## config.mk

```make
export PLATFORM = sky130hd
export DESIGN_NAME = store_buffer
export DESIGN_NICKNAME = d
export VERILOG_FILES = /design/src/rtl/store_buffer.sv
export SDC_FILE = /design/constraint.sdc
export NUM_CORES = 1
export LEC_CHECK = 0
export ABC_AREA = 1
export CORE_ASPECT_RATIO = 0.6
export CORE_MARGIN = 3
export CORE_UTILIZATION = 51
export CTS_CLUSTER_DIAMETER = 120
export DETAILED_ROUTE_END_ITERATION = 6
export PLACE_DENSITY_LB_ADDON = 0.2
export SLEW_MARGIN = 5
export SYNTH_ARGS = -nofsm -noshare
export SYNTH_HDL_FRONTEND = slang
export SYNTH_SLANG_ARGS = --single-unit
export TNS_END_PERCENT = 10
```

## constraint.sdc

```tcl
create_clock -name clock -period 3.05 [get_ports clock]
set_input_delay 0.4575 -clock clock [delete_from_list [all_inputs] [get_ports clock]]
set_output_delay 0.4575 -clock clock [all_outputs]
set_load 0.005 [all_outputs]
```

## src/rtl/store_buffer.sv

```systemverilog
// FIFO store buffer in front of the data memory: stores retire here, drain one per free cycle, and loads forward youngest-first.
// Optional build macro STORE_BUFFER_COALESCE_EN merges a store into the youngest pending entry with the same address.
module store_buffer #(
  parameter int DEPTH  = 4,
  parameter int ADDR_W = 8,
  parameter int DATA_W = 8
) (
  input  logic                   clock,
  input  logic                   reset,
  input  logic                   cpu_read,
  input  logic                   cpu_write,
  input  logic [ADDR_W-1:0]      cpu_address,
  input  logic [DATA_W-1:0]      cpu_writeData,
  output logic [DATA_W-1:0]      cpu_readData,
  output logic                   cpu_stall,
  output logic                   MemRead,
  output logic                   MemWrite,
  output logic [ADDR_W-1:0]      mem_address,
  output logic [DATA_W-1:0]      mem_writeData,
  input  logic [DATA_W-1:0]      mem_dataOut,
  output logic                   buf_empty,
  output logic [$clog2(DEPTH):0] buf_count
);

  localparam int PTR_W = $clog2(DEPTH);
  localparam int CNT_W = PTR_W + 1;

  logic [ADDR_W-1:0] addr_q [DEPTH];
  logic [DATA_W-1:0] data_q [DEPTH];
  logic [PTR_W-1:0]  head_q, tail_q;
  logic [CNT_W-1:0]  count_q;

  logic             is_load, is_store, load_miss, full;
  logic             enq, drain, coalesce;
  logic             ld_hit;
  logic [PTR_W-1:0] ld_idx, scan_idx;
`ifdef STORE_BUFFER_COALESCE_EN
  logic             st_hit;
  logic [PTR_W-1:0] st_idx;
`endif

  assign is_load  = cpu_read & ~cpu_write;
  assign is_store = cpu_write;
  assign full     = (count_q == CNT_W'(DEPTH));

  // Scan from oldest to youngest so the last match seen is the youngest one.
  always_comb begin
    ld_hit   = 1'b0;
    ld_idx   = '0;
    scan_idx = '0;
`ifdef STORE_BUFFER_COALESCE_EN
    st_hit   = 1'b0;
    st_idx   = '0;
`endif
    for (int k = 0; k < DEPTH; k++) begin
      scan_idx = head_q + PTR_W'(k);
      if ((CNT_W'(k) < count_q) && (addr_q[scan_idx] == cpu_address)) begin
        ld_hit = 1'b1;
        ld_idx = scan_idx;
`ifdef STORE_BUFFER_COALESCE_EN
        // In a store cycle the head always drains when occupied, so it can never be merged into.
        if (k != 0) begin
          st_hit = 1'b1;
          st_idx = scan_idx;
        end
`endif
      end
    end
  end

`ifdef STORE_BUFFER_COALESCE_EN
  assign coalesce = is_store & st_hit & ~reset;
`else
  assign coalesce = 1'b0;
`endif

  assign load_miss = is_load & ~ld_hit;
  assign enq       = is_store & ~coalesce & ~full & ~reset;
  assign drain     = (count_q != '0) & ~load_miss & ~reset;

  always_comb begin
    cpu_stall     = is_store & ~coalesce & full & ~reset;
    MemRead       = load_miss & ~reset;
    MemWrite      = drain;
    mem_address   = '0;
    mem_writeData = '0;
    cpu_readData  = '0;
    if (MemRead) begin
      mem_address = cpu_address;
    end else if (drain) begin
      mem_address   = addr_q[head_q];
      mem_writeData = data_q[head_q];
    end
    if (is_load && !reset) begin
      cpu_readData = ld_hit ? data_q[ld_idx] : mem_dataOut;
    end
    buf_count = reset ? '0 : count_q;
    buf_empty = reset | (count_q == '0);
  end

  always_ff @(posedge clock) begin
    if (reset) begin
      head_q  <= '0;
      tail_q  <= '0;
      count_q <= '0;
    end else begin
      if (enq)   tail_q <= tail_q + PTR_W'(1);
      if (drain) head_q <= head_q + PTR_W'(1);
      count_q <= count_q + CNT_W'(enq) - CNT_W'(drain);
    end
  end

  // Entry storage carries no reset; validity comes from head/count.
  always_ff @(posedge clock) begin
    if (enq) begin
      addr_q[tail_q] <= cpu_address;
      data_q[tail_q] <= cpu_writeData;
    end
`ifdef STORE_BUFFER_COALESCE_EN
    if (coalesce) data_q[st_idx] <= cpu_writeData;
`endif
  end

endmodule

```

Word-level counts from Yosys, hierarchy flattened
Memories as Yosys holds them, arrays and structs flattened. A register that Yosys moved wholly into a read port is not among the register bits.
Index checks and enable logic that the tools add are counted.

cells by class
  $add $sub $neg = 6
  $mul = 0
  div/mod/pow operators = 0
  $lt $le $gt $ge = 4
  equal/unequal tests = 5
  shift operators = 0
  mux-type cells = 21
  bitwise gates (word level) = 15
  reductions and logical operators = 8

operator list
  kind                 number
  $mux 8               6
  $eq 8x8->1           4
  $mux 2               8
  $and 1x1->1          9
  $lt 1x3->1 const A   2
  $lt 2x3->1 const A   2
  $mux 1               6
  $logic_and 1x1->1    5
  $not 1->1            5
  $add 2x1->2 const B  2
  $add 2x2->2 const B  2
  $add 3x1->3          1
  $eq 3x3->1 const B   1
  $logic_not 3->1      1
  $mux 3               1
  $reduce_bool 3->1    1
  $sub 3x1->3          1
  $logic_not 1->1      1
  $or 1x1->1           1

storage, ports and cells
  bits in registers = 7
  bits in latches = 0
  bits in writable memories = 64
  ROM bits = 0
  output and inout bits = 31
  word-level logic and storage cells = 64
  memories kept = 2

memory list
  memory  depth  bits a word  read ports  clocked after memory_dff  wr ports  line  source
  addr_q  4      8            4           1                         1         28    logic [ADDR_W-1:0] addr_q [DEPTH];
  data_q  4      8            2           1                         1         29    logic [DATA_W-1:0] data_q [DEPTH];

Longest topological paths before layout
Gate-level depths: netlist of the first run.
An unclocked memory read counts as a cell.

  depth in word-level cells = 14
  mapped depth = 24
  gate-level depth less buffers = 22

Least setup slack after synthesis of the first run
OpenSTA, ideal clock, no wires.

  kind = register to register
  from = register head_q[1]
  to = register count_q[2]
  arrival = 2.846 ns
  required time = 2.924 ns
  slack = 0.078 ns
  cell stages (with the launch flop) = 22
  path buffers = 3
  cells stage by stage = dfxtp_1 -> buf_4 -> nand2_2 -> nand2_4 -> buf_6 -> nand2_1 -> nand2_1 -> xor2_1 -> nor2_1 -> nand3_2 -> nand2_2 -> nor2_2 -> nand3_1 -> nand2_1 -> buf_2 -> inv_1 -> ha_1 -> inv_1 -> ha_1 -> fa_1 -> xor2_1 -> nor2_1

between the ends
  longest elaborated chain between the ends = 13
  elaborated cells on any way between the ends = 19
  those cells by class = add/sub (4); eq/ne (3); mux (3); bitwise (5); reduce/logical (3); memory (1)

ends and longest elaborated chain
  element                     line  source
  start: declaration          30    logic [PTR_W-1:0] head_q, tail_q;
  start signal: assignment    108   if (drain) head_q <= head_q + PTR_W'(1);
  $add 2x1->2                 56    scan_idx = head_q + PTR_W'(k);
  $mem_v2 4x8 *               --
  $eq 8x8->1                  57    if ((CNT_W'(k) < count_q) && (addr_q[scan_idx] == cpu_address)) begin
  $logic_and 1x1->1           57
  $mux 1 (2 in a row)         57
  $mux 1 *                    57
  $not 1->1 *                 77    assign load_miss = is_load & ~ld_hit;
  $and 1x1->1 *               77
  $not 1->1 *                 79    assign drain = (count_q != '0) & ~load_miss & ~reset;
  $and 1x1->1 * (2 in a row)  79
  net MemWrite                17    output logic MemWrite,
  $sub 3x1->3 *               109   count_q <= count_q + CNT_W'(enq) - CNT_W'(drain);
  end signal: assignment      109
  end: declaration            31    logic [CNT_W-1:0] count_q;

The timed path passes the listed nets; every way through them passes the cells marked *.
A chain may end at the register's enable or synchronous reset.

Worst setup path after layout of the first run
  from = register head_q[0]
  to = output port MemWrite

between the ends
  longest elaborated chain between the ends = 12
  elaborated cells on any way between the ends = 18
  those cells by class = add/sub (3); eq/ne (3); mux (3); bitwise (5); reduce/logical (3); memory (1)

ends and longest elaborated chain
  element                     line
  $add 2x1->2                 56
  $mem_v2 4x8 *               --
  $eq 8x8->1                  57
  $logic_and 1x1->1           57
  $mux 1 (2 in a row)         57
  $mux 1 *                    57
  $not 1->1 *                 77
  $and 1x1->1 *               77
  $not 1->1 *                 79
  $and 1x1->1 * (2 in a row)  79
  end: declaration            17

Mark *: on every way between the ends. The rest lies on a longest branch, timed or not.

==> results of run 1 <==
==> power by group <==
part | total [mW] | switching [mW] | internal [mW] | leakage [nW]
clock network | 1.24 | 0.438 | 0.804 | 0.163
logic | 2.87 | 1.73 | 1.14 | 2.65
registers | 1.25 | 0.0822 | 1.17 | 0.656
total | 5.37 | 2.25 | 3.11 | 3.47
==> worst max path at each step <==
| stage | startpoint | end | slack, ns | depth (start not counted) |
|---|---|---|---|---|
| 6_report | head_q[0] | MemWrite | -0.58 | 17 |
| 5_1_grt | head_q[0] | cpu_readData[3] | -0.70 | 21 |
| 4_1_cts | head_q[0] | cpu_readData[1] | -0.48 | 19 |
| 3_5_place_dp | cpu_address[6] | cpu_readData[3] | -0.53 | 17 |
| 3_3_place_gp | cpu_address[6] | cpu_readData[6] | -0.44 | 17 |
| 2_1_floorplan | head_q[1] | count_q[2] | 0.08 | 21 |
==> registers in the layout (all words and copies together) (netlist names), named ones only <==
register and flops:
addr_q 32, tail_q 2, head_q 2, data_q 32, count_q 3
==> what timing repair did <==
item,in CTS,in global routing
setup buffers,11,15
resized for setup,46,107
cloned,5,2
pin swaps,6,29
setup endpoints to repair,28,29
==> layout make-up <==
class,count,area share [%]
Clock buffer,10,3.167
Clock inverter,6,1.592
Inverter,46,2.630
Multi-Input combinational cell,548,39.52
Sequential cell,73,29.14
Tap cell,130,2.250
Timing Repair Buffer,174,21.70
==> cell usage in the layout (no fill, tap or decap), types with 2 or more instances in the layout <==
| cell | count |
|---|---|
| nand2_8 | 9 |
| a211oi_1 | 4 |
| o21ai_1 | 6 |
| xor2_1 | 3 |
| nor2_4 | 6 |
| nand2_4 | 6 |
| a21oi_1 | 26 |
| clkbuf_16 | 10 |
| clkdlybuf4s50_1 | 33 |
| nand4_1 | 3 |
| bufinv_16 | 3 |
| nand2_1 | 294 |
| nand3_2 | 12 |
| o22ai_1 | 7 |
| edfxtp_1 | 64 |
| inv_1 | 41 |
| dlymetal6s2s_1 | 10 |
| nor2_2 | 3 |
| buf_2 | 4 |
| buf_6 | 15 |
| a211oi_2 | 4 |
| o21ai_0 | 4 |
| inv_2 | 3 |
| nand2_2 | 26 |
| inv_6 | 2 |
| nor3_1 | 3 |
| dfxtp_1 | 7 |
| and3_1 | 2 |
| clkbuf_2 | 8 |
| buf_12 | 5 |
| nor2_1 | 27 |
| ha_1 | 8 |
| nand3_1 | 86 |
| dlygate4sd2_1 | 3 |
| a21oi_2 | 2 |
| buf_4 | 94 |
==> per-layer routing <==
metal / global-route usage (%) / up-vias / wire, um
met4: 11.62 / 0 / 1077
met3: 8.201 / 140 / 2777
met1: 45.49 / 2760 / 7798
li1: - / 2598 / -
met2: 49.19 / 544 / 8774
met5: 0 / - / 0
==> stage by stage <==
stage	utilization, %	std cells	TNS [ns]
2_1_floorplan	-	689	0
3_3_place_gp	66.48	938	-8.488
3_5_place_dp	66.48	938	-10.57
4_1_cts	73.49	970	-9.525
5_1_grt	77.83	987	-12.60
6_report	77.83	987	-10.81
==> logic make-up (layout without fill, tap and decap cells) <==
family,after synthesis,in the layout,share of synthesized area [%]
AND/OR/NAND/NOR,474,479,40.68
flip-flops,73,73,42.74
AO/OA/AOI/OAI,56,56,6.436
buffers and inverters,73,236,6.995
adder cells (fa/ha/maj),9,9,2.442
XOR/XNOR,4,4,0.7122
==> worst max-delay path: cells and delay by family (launching register included) <==
kind | cells | cell delay (ns)
buf+inv | 6 | 1.02
simple gates | 10 | 1.09
compound gates | 1 | 0.26
flops | 1 | 0.45
==> summary.md, run 1 <==
| Metric | Value |
|---|---|
| Critical path's slowest cell | dfxtp_4 |
| # rows | 27 |
| Worst Hold Depth | 1 |
| Skew final | 0.007515 ns |
| Gp weighted congestion | ~1.0 |
| Clock Tree Buf Depth | 2 |
| Final min period | 3.635 ns |
| Slew Limit Fails | 0 |
| Starting DRT DRC Count | 973 |
| CTS buffer count | 9 |
| Failing checks | negative setup slack |
| CTS H-tree lvls | 3 |
| Worst-Skew Late Latency | between 0.3 and 0.4 ns |
| DRT Pass-1 Iters | 6 |
| Synthesized Nets | 726 |
| Max Freq | 275.1 MHz |
| # diodes | 0 |
| Fraction of layout cells with a size suffix above 1 | roughly a quarter |
| Largest cells by area after synthesis | edfxtp_1 39%, nand2_1 24%, nand3_1 9.8% |
| Post-synthesis cell area | approximately 4900 um^2 |
| Hold Fails Final Rpt | 0 |
| Vias | 6042 |
| GRT Util Overall | 32.49% |
| Seq cells post-synth | 73 |
| IO Count | 59 |
| Most common cell in the netlist | nand2_1 |
| RSZ-0062 raised after global routing | true |
| Synthesized area per cell | roughly 7.1 um^2 |
| R2R Path End | count_q[2] |
| Clock transition at the registers of the reported paths | 0.06 ns |
| Setup-failing EPs final | 28 |
| P_leak | between 3 and 4 nW |
| Status | complete, but fails checks |
| Netlist cell types | 32 |
| Number of remaining DRC errors | 0 |
| Input/output buffers | 58 |
| Fraction of registers with async set/reset | 0% |
| CP Launch Type | register |
| Worst VDD drop | 0.0004186 V |
| Critical Path AT | 3.18 ns |
| First-pass GRT wire length | 26.80 mm |
| Antenna Nets Post-Route | 0 |
| Area share of the largest cell type after synthesis | around 39% |
| Die ar. | 10900 um^2 |
| Number of synthesized flops with an enable pin | 64 |
| RR Startpoint | head_q[0] |
| Die X | 132.8 um |
| CP Cell Sequence | clkinv_8, buf_12, nand2_1, nand2_2, nand2_1, nand2_1, o21ai_0, nor2_1, nand3_2, nand2_4, nor2_4, nand3_2, nand2_2, buf_6, inv_2, buf_4, clkdlybuf4s50_1 |
| Max-cap viol count | 0 |
| Worst slack, placed | -0.5342 ns |
| Hpwl dp | 12.10 mm |
| Starting Density | 52.94% |
| Hold Startpoint | tail_q[0] |
| Drt wl/cell | just over 20 um |
| Clock sink total | 73 |
| CP endpoint kind | output pin |
| Synth warn | 0 |
| Slew @ Worst Pin | 0.3403 ns |
| CP peak stage delay | between 0.4 and 0.5 ns |
| Post-synth top area cell | edfxtp_1 |
| Synth Instances | 689 |
| Grt ovf | 0 |
| Finished Cell Area | approximately 7200 um^2 |
| Seq/Total Area, Yosys | 42.74% |
| Critical Path Fanout Max | 6 |
| Fill cell count | just over 600 |
| Main synth FF type | edfxtp_1 |
| Worst hold slack | 0.5106 ns |
| Pin count of the biggest net entering global routing | 23 |
| DR vias/cell | 6.122 |
| Detailed-route wire length | 20.43 mm |
| Chip height | a little over 80 um |
| Reg area | 2107 um^2 |
| Pwr Total | 5.366 mW |
| Area of the core | between 9000 and 10000 um^2 |
| Hold-fix buffers at CTS | 0 |
| Worst relative slew slack | 77.32% |
| Syn-to-layout area delta | 47.01% |
| CTS tree | done |
| Final worst path period share | 119.2% |
| Multi-input gate area | about 2900 um^2 |
| Hold Path End | tail_q[0] |
| Reg2reg setup slack | -0.38 ns |
| Kind of critical path | reg -> out |
| Vias in the first global route | 4993 |
| Final worst slack | -0.5848 ns |
| HP Class | reg -> reg |
| CTS root buffer | clkbuf_16 |
| Initial antenna violation count | 0 |
| Pwr/cell area | between 700 and 800 nW/um^2 |
| Register-to-Register Path Depth | 21 |
| CP dominant cell by count | nand2_1 |
| Most frequent cells after synthesis | 320 x nand2_1, 96 x nand3_1, 64 x edfxtp_1 |
| Critical path required time | around 2.6 ns |
| Area after DPL | 6176 um^2 |
| NumNets Final | 889 |
(Power assumes the default switching activity.)
==> inputs of run 2 (changes only) <==
--- a/config.mk
+++ b/config.mk
@@ -8,7 +8,7 @@
 export ABC_AREA = 1
 export CORE_ASPECT_RATIO = 0.6
 export CORE_MARGIN = 3
-export CORE_UTILIZATION = 51
+export CORE_UTILIZATION = 50
 export CTS_CLUSTER_DIAMETER = 120
 export DETAILED_ROUTE_END_ITERATION = 6
 export PLACE_DENSITY_LB_ADDON = 0.2
==> summary.md, run 2 (synthesis gave the netlist of run 1 again) <==
| Metric | Value |
|---|---|
| Antenna Nets Post-Route | 0 |
| Register-to-Register Path Depth | 23 |
| Hold Path End | tail_q[0] |
| Placed Cells | around 940 |
| CTS tree | done |
| Skew final | 0.006519 ns |
| Hold Startpoint | tail_q[0] |
| Clock Tree Buf Depth | 2 |
| Vias | 5898 |
| Reg2reg setup slack | -0.29 ns |
| NumNets Final | a little under 900 |
| Hold Fails Final Rpt | 0 |
| Max-cap viol count | 0 |
| Initial antenna violation count | 0 |
| CTS H-tree lvls | 3 |
| Number of remaining DRC errors | 0 |
| Most frequent cells in the layout | 274 x nand2_1, 83 x buf_4, 79 x nand3_1 |
| CP endpoint kind | output pin |
| Critical path required time | 2.59 ns |
| Grt ovf | 0 |
| Worst-Skew Late Latency | between 0.3 and 0.4 ns |
| Worst relative slew slack | 73.55% |
| Input/output buffers | 58 |
| DR vias/cell | 6.037 |
| Chip height | 82.83 um |
| CP Cell Sequence | clkinv_8, buf_12, nand2_8, nand2_8, nand2_2, nand2_1, a21oi_2, nand2_1, nor2_1, nand3_2, buf_6, buf_6, nand3_2, nand2_4, a21oi_4, buf_12, nand3_2, nand3_1, nand2_1, buf_2 |
| Pwr Total | 5.461 mW |
| Worst VDD drop | 0.0004068 V |
| Final worst slack | -0.5068 ns |
| Non-filler cells, final | 977 |
| Critical path's slowest cell | dfxtp_4 |
| Most common cell after layout, fill and taps aside | nand2_1 |
| DRT Pass-1 Iters | 6 |
| Setup-failing EPs final | 28 |
| Vias in the first global route | 5622 |
| Die ar. | around 11000 um^2 |
| Critical Path AT | 3.10 ns |
| R2R Path End | count_q[2] |
| CTS root buffer | clkbuf_16 |
| Starting DRT DRC Count | 950 |
| Starting Density | 52.56% |
| WP buf/inv | 6 |
| Critical Path Fanout Max | 9 |
| Detailed-route wire length | roughly 20 mm |
| Die X | 134.0 um |
| # diodes | 0 |
| P_leak | 3.329 nW |
| First-pass GRT wire length | 29.41 mm |
| Area of the core | 9358 um^2 |
| # rows | 27 |
| Drt wl/cell | 20.02 um |
| Syn-to-layout area delta | 49.58% |
| Slew @ Worst Pin | 0.3937 ns |
| CTS buffer count | 9 |
| Clock sink total | 73 |
| Fill cell count | 615 |
| Slew Limit Fails | 0 |
| Largest regs | addr_q x32, data_q x32, count_q x3 |
| Final worst path period share | 116.6% |
| GRT Util Overall | between 30% and 40% |
| Pin count of the biggest net entering global routing | 24 |
| RSZ-0062 raised after global routing | true |
| Critical path's top delay family | simple AND/OR/NAND/NOR gates |
| Gp weighted congestion | 1.119 |
| Max Freq | 281.2 MHz |
| Fraction of layout cells with a size suffix above 1 | 31.29% |
| Final min period | 3.557 ns |
| Kind of critical path | reg -> out |
| TNS Setup | -8.293 ns |
| Pwr/cell area | between 700 and 800 nW/um^2 |
| Hpwl dp | 11.37 mm |
| IO Count | 59 |
| HP Class | reg -> reg |
| RR Startpoint | head_q[0] |
| CP peak stage delay | roughly 0.42 ns |
| CP Launch Type | register |
| Clock transition at the registers of the reported paths | around 0.060 ns |
| Failing checks | negative setup slack |
| Worst Hold Depth | 1 |
| Status | complete, but fails checks |
run 2: worst max path at each step:
| stage | start | to | slack (ns) | cells past startpoint |
|---|---|---|---|---|
| global placement | cpu_address[6] | cpu_readData[6] | -0.44 | 16 |
| detailed placement | cpu_address[6] | cpu_readData[6] | -0.50 | 16 |
| floorplan | head_q[1] | count_q[2] | 0.08 | 21 |
| global route | head_q[0] | cpu_readData[1] | -0.51 | 20 |
| CTS | head_q[0] | MemRead | -0.17 | 15 |
| finish | head_q[0] | cpu_readData[0] | -0.51 | 20 |
run 2: cell type report:
type                       instances  area [um^2]  area share (%)
timing repair buffer             163         1484           20.17
clock buffer                       9        225.2           3.061
multi-input combinational        549         3079           41.85
sequential                        73         2111           28.69
tap                              130        162.7           2.211
inverter                          46        192.7           2.619
clock inverter                     7        102.6           1.395
run 2: stage by stage:
stage / area, um^2 / utilization (%) / setup WS (ns) / hold slack (ns)
detailed placement: 6221 / 66.48 / -0.5017 / 0.5303
global placement: 6221 / 66.48 / -0.4415 / 0.4862
finish: 7357 / 78.62 / -0.5068 / 0.5516
global route: 7357 / 78.62 / -0.5134 / 0.5883
CTS: 7152 / 76.43 / -0.1706 / 0.5416
floorplan: 4918 / - / 0.07801 / 0.4626
run 2: layer usage:
metal  part of all wire [%]  vias to the layer above  global-route usage (%)
met2                     42                      500                   49.98
met1                     39                     2678                   46.10
met5                      0                        -                       0
li1                       -                     2595                       -
met4                    5.8                        0                   15.80
met3                     13                      125                   10.35
run 2: timing repair:
action | in CTS | in global routing
setup buffers | 15 | 0
hold buffers | 0 | 0
cloned | 7 | 1
pin swaps | 30 | 26
gates resized for setup | 200 | 52
endpoints found under the setup margin | 28 | 28
run 2: power by group:
group          leakage, nW  switching, mW  internal (mW)
registers            0.656         0.0837           1.17
logic                 2.51           1.82           1.21
clock network        0.162          0.448          0.726
total                 3.33           2.35           3.11
==> inputs of run 3 (changes only) <==
--- a/config.mk
+++ b/config.mk
@@ -11,6 +11,7 @@
 export CORE_UTILIZATION = 50
 export CTS_CLUSTER_DIAMETER = 120
 export DETAILED_ROUTE_END_ITERATION = 6
+export GPL_TIMING_DRIVEN = 0
 export PLACE_DENSITY_LB_ADDON = 0.2
 export SLEW_MARGIN = 5
 export SYNTH_ARGS = -nofsm -noshare
==> summary.md, run 3 (synthesis gave the netlist of run 1 again) <==
| Metric | Value |
|---|---|
| Status | complete, but fails checks |
| Failing checks | negative setup slack |
| GRT Util Overall | 36.71% |
| Largest regs | addr_q x32, data_q x32, count_q x3 |
| Gp weighted congestion | ~1.1 |
| Starting DRT DRC Count | just under 1k |
| Hpwl dp | 12.65 mm |
| Final min period | approximately 3.5 ns |
| Hold-fix buffers at CTS | 0 |
| Grt ovf | 0 |
| Hold Fails Final Rpt | 0 |
| Kind of critical path | reg -> out |
| Slew @ Worst Pin | 0.7867 ns |
| First-pass GRT wire length | 30.93 mm |
| Most frequent cells in the layout | 250 x nand2_1, 64 x edfxtp_1, 59 x nand2_2 |
| Area of the core | 9358 um^2 |
| NumNets Final | roughly 860 |
| Antenna Nets Post-Route | 0 |
| RSZ-0062 raised after global routing | true |
| P_leak | about 3.3 nW |
| Starting Density | 52.56% |
| Slew Limit Fails | 0 |
| Max Freq | around 290 MHz |
| # rows | 27 |
| CP endpoint kind | output pin |
| Area after DPL | 5747 um^2 |
| CTS tree | done |
| Clock sink total | 73 |
| # diodes | 0 |
| Fraction of layout cells with a size suffix above 1 | 36.97% |
| Vias in the first global route | ~5.6k |
| IO Count | 59 |
| Drt wl/cell | 22.63 um |
| DR vias/cell | 6.306 |
| Critical Path Fanout Max | 6 |
| Vias | 6022 |
| Syn-to-layout area delta | 55.56% |
| Critical Path AT | 3.05 ns |
| Detailed-route wire length | 21.62 mm |
| CP Launch Type | register |
| HP Class | in -> reg |
| Number of remaining DRC errors | 0 |
| CTS buffer count | 9 |
| Multi-input gate area | 3278 um^2 |
| Worst-Skew Late Latency | 0.35 ns |
| Worst hold slack | 0.4685 ns |
| TNS Setup | -8.301 ns |
| CTS H-tree lvls | 3 |
| Final worst slack | -0.4576 ns |
| Initial antenna violation count | 0 |
| Final Core Density | 81.76% |
| Pwr/cell area | 769.0 nW/um^2 |
| Critical path required time | 2.59 ns |
| Die X | 134.0 um |
| DRT Pass-1 Iters | 6 |
| Most common cell after layout, fill and taps aside | nand2_1 |
| Input/output buffers | 57 |
| Die ar. | 11100 um^2 |
| Clock transition at the registers of the reported paths | 0.07 ns |
| Final worst path period share | 115.0% |
| Chip height | a little over 80 um |
| Skew final | 0.009540 ns |
| Pin count of the biggest net entering global routing | 15 |
| Clock Tree Buf Depth | 2 |
| Worst relative slew slack | 47.49% |
| CTS root buffer | clkbuf_16 |
| Setup-failing EPs final | 28 |
| Fill cell count | ~530 |
| Worst VDD drop | 0.0004198 V |
| Max-cap viol count | 0 |
| Reg area | ~2100 um^2 |
| Finished Cell Area | around 7700 um^2 |
run 3: cell count changes in the layout (fill, tap and decap cells not counted), sizes merged, moves of 5 or more:
| cell | delta |
|---|---|
| dlygate4sd2 | +10 |
| clkbuf | +5 |
| nand2 | -5 |
| clkdlybuf4s50 | -9 |
| buf | -25 |
run 3: what timing repair did:
action                                  in CTS  in global routing
pin swaps                                   86                 57
cloned                                      10                  0
setup buffers                               46                  4
endpoints found under the setup margin      29                 29
resized for setup                          292                 69
endpoints found under the hold margin        0                  0
run 3: critical path, stage by stage (launching register included):
cell	delay, ns
dfxtp_4	0.42
buf_12	0.18
nand2_8	0.07
buf_4	0.13
nor2_1	0.14
nor2_1	0.10
nand3_1	0.13
nand4_1	0.20
nor2_2	0.21
nand2_2	0.11
buf_6	0.14
nand3_4	0.11
nand2_4	0.07
buf_6	0.12
buf_6	0.12
nand2_1	0.08
nand3_2	0.08
nand3_2	0.08
nand2_1	0.06
buf_2	0.12
run 3: worst paths after layout:
kind / from / end / slack, ns / cells after the start
worst max-delay path: head_q[0] / cpu_readData[3] / -0.46 / 19
worst min-delay path: reset / count_q[1] / 0.47 / 2
worst max register to register: head_q[0] / count_q[1] / -0.29 / 21
worst min register to register: tail_q[0] / tail_q[0] / 0.50 / 1
run 3: final cells by class:
type | count | share of cell area, %
Multi-Input combinational cell | 545 | 42.85
Clock inverter | 7 | 1.308
Clock buffer | 9 | 2.944
Timing Repair Buffer | 118 | 16.48
Tap cell | 130 | 2.126
Buffer | 27 | 4.317
Sequential cell | 73 | 27.56
Inverter | 46 | 2.420
run 3: metal layers:
metal | wire [um] | up-vias | part of all wire [%] | GRT usage [%]
li1 | - | 2541 | - | -
met1 | 7929 | 2739 | 37 | 50.80
met2 | 8784 | 611 | 41 | 50.07
met3 | 3843 | 131 | 18 | 15.98
met4 | 1057 | 0 | 4.9 | 15.34
met5 | 0 | - | 0 | 0
run 3: power breakdown:
group | total (mW) | switching, mW | internal (mW) | leakage, nW
combinational | 3.46 | 2.08 | 1.38 | 2.53
clock | 1.18 | 0.459 | 0.724 | 0.160
sequential | 1.25 | 0.0731 | 1.17 | 0.656
run 3: per-stage QoR:
stage | worst slack (ns) | power, mW | cells
after floorplan | 0.07801 | 2.577 | 689
after global placement | -0.7898 | 3.294 | 876
after detailed placement | -0.9090 | 3.373 | 880
after CTS | -0.2188 | 5.435 | 952
after global routing | -0.5115 | 6.054 | 955
final | -0.4576 | 5.884 | 955
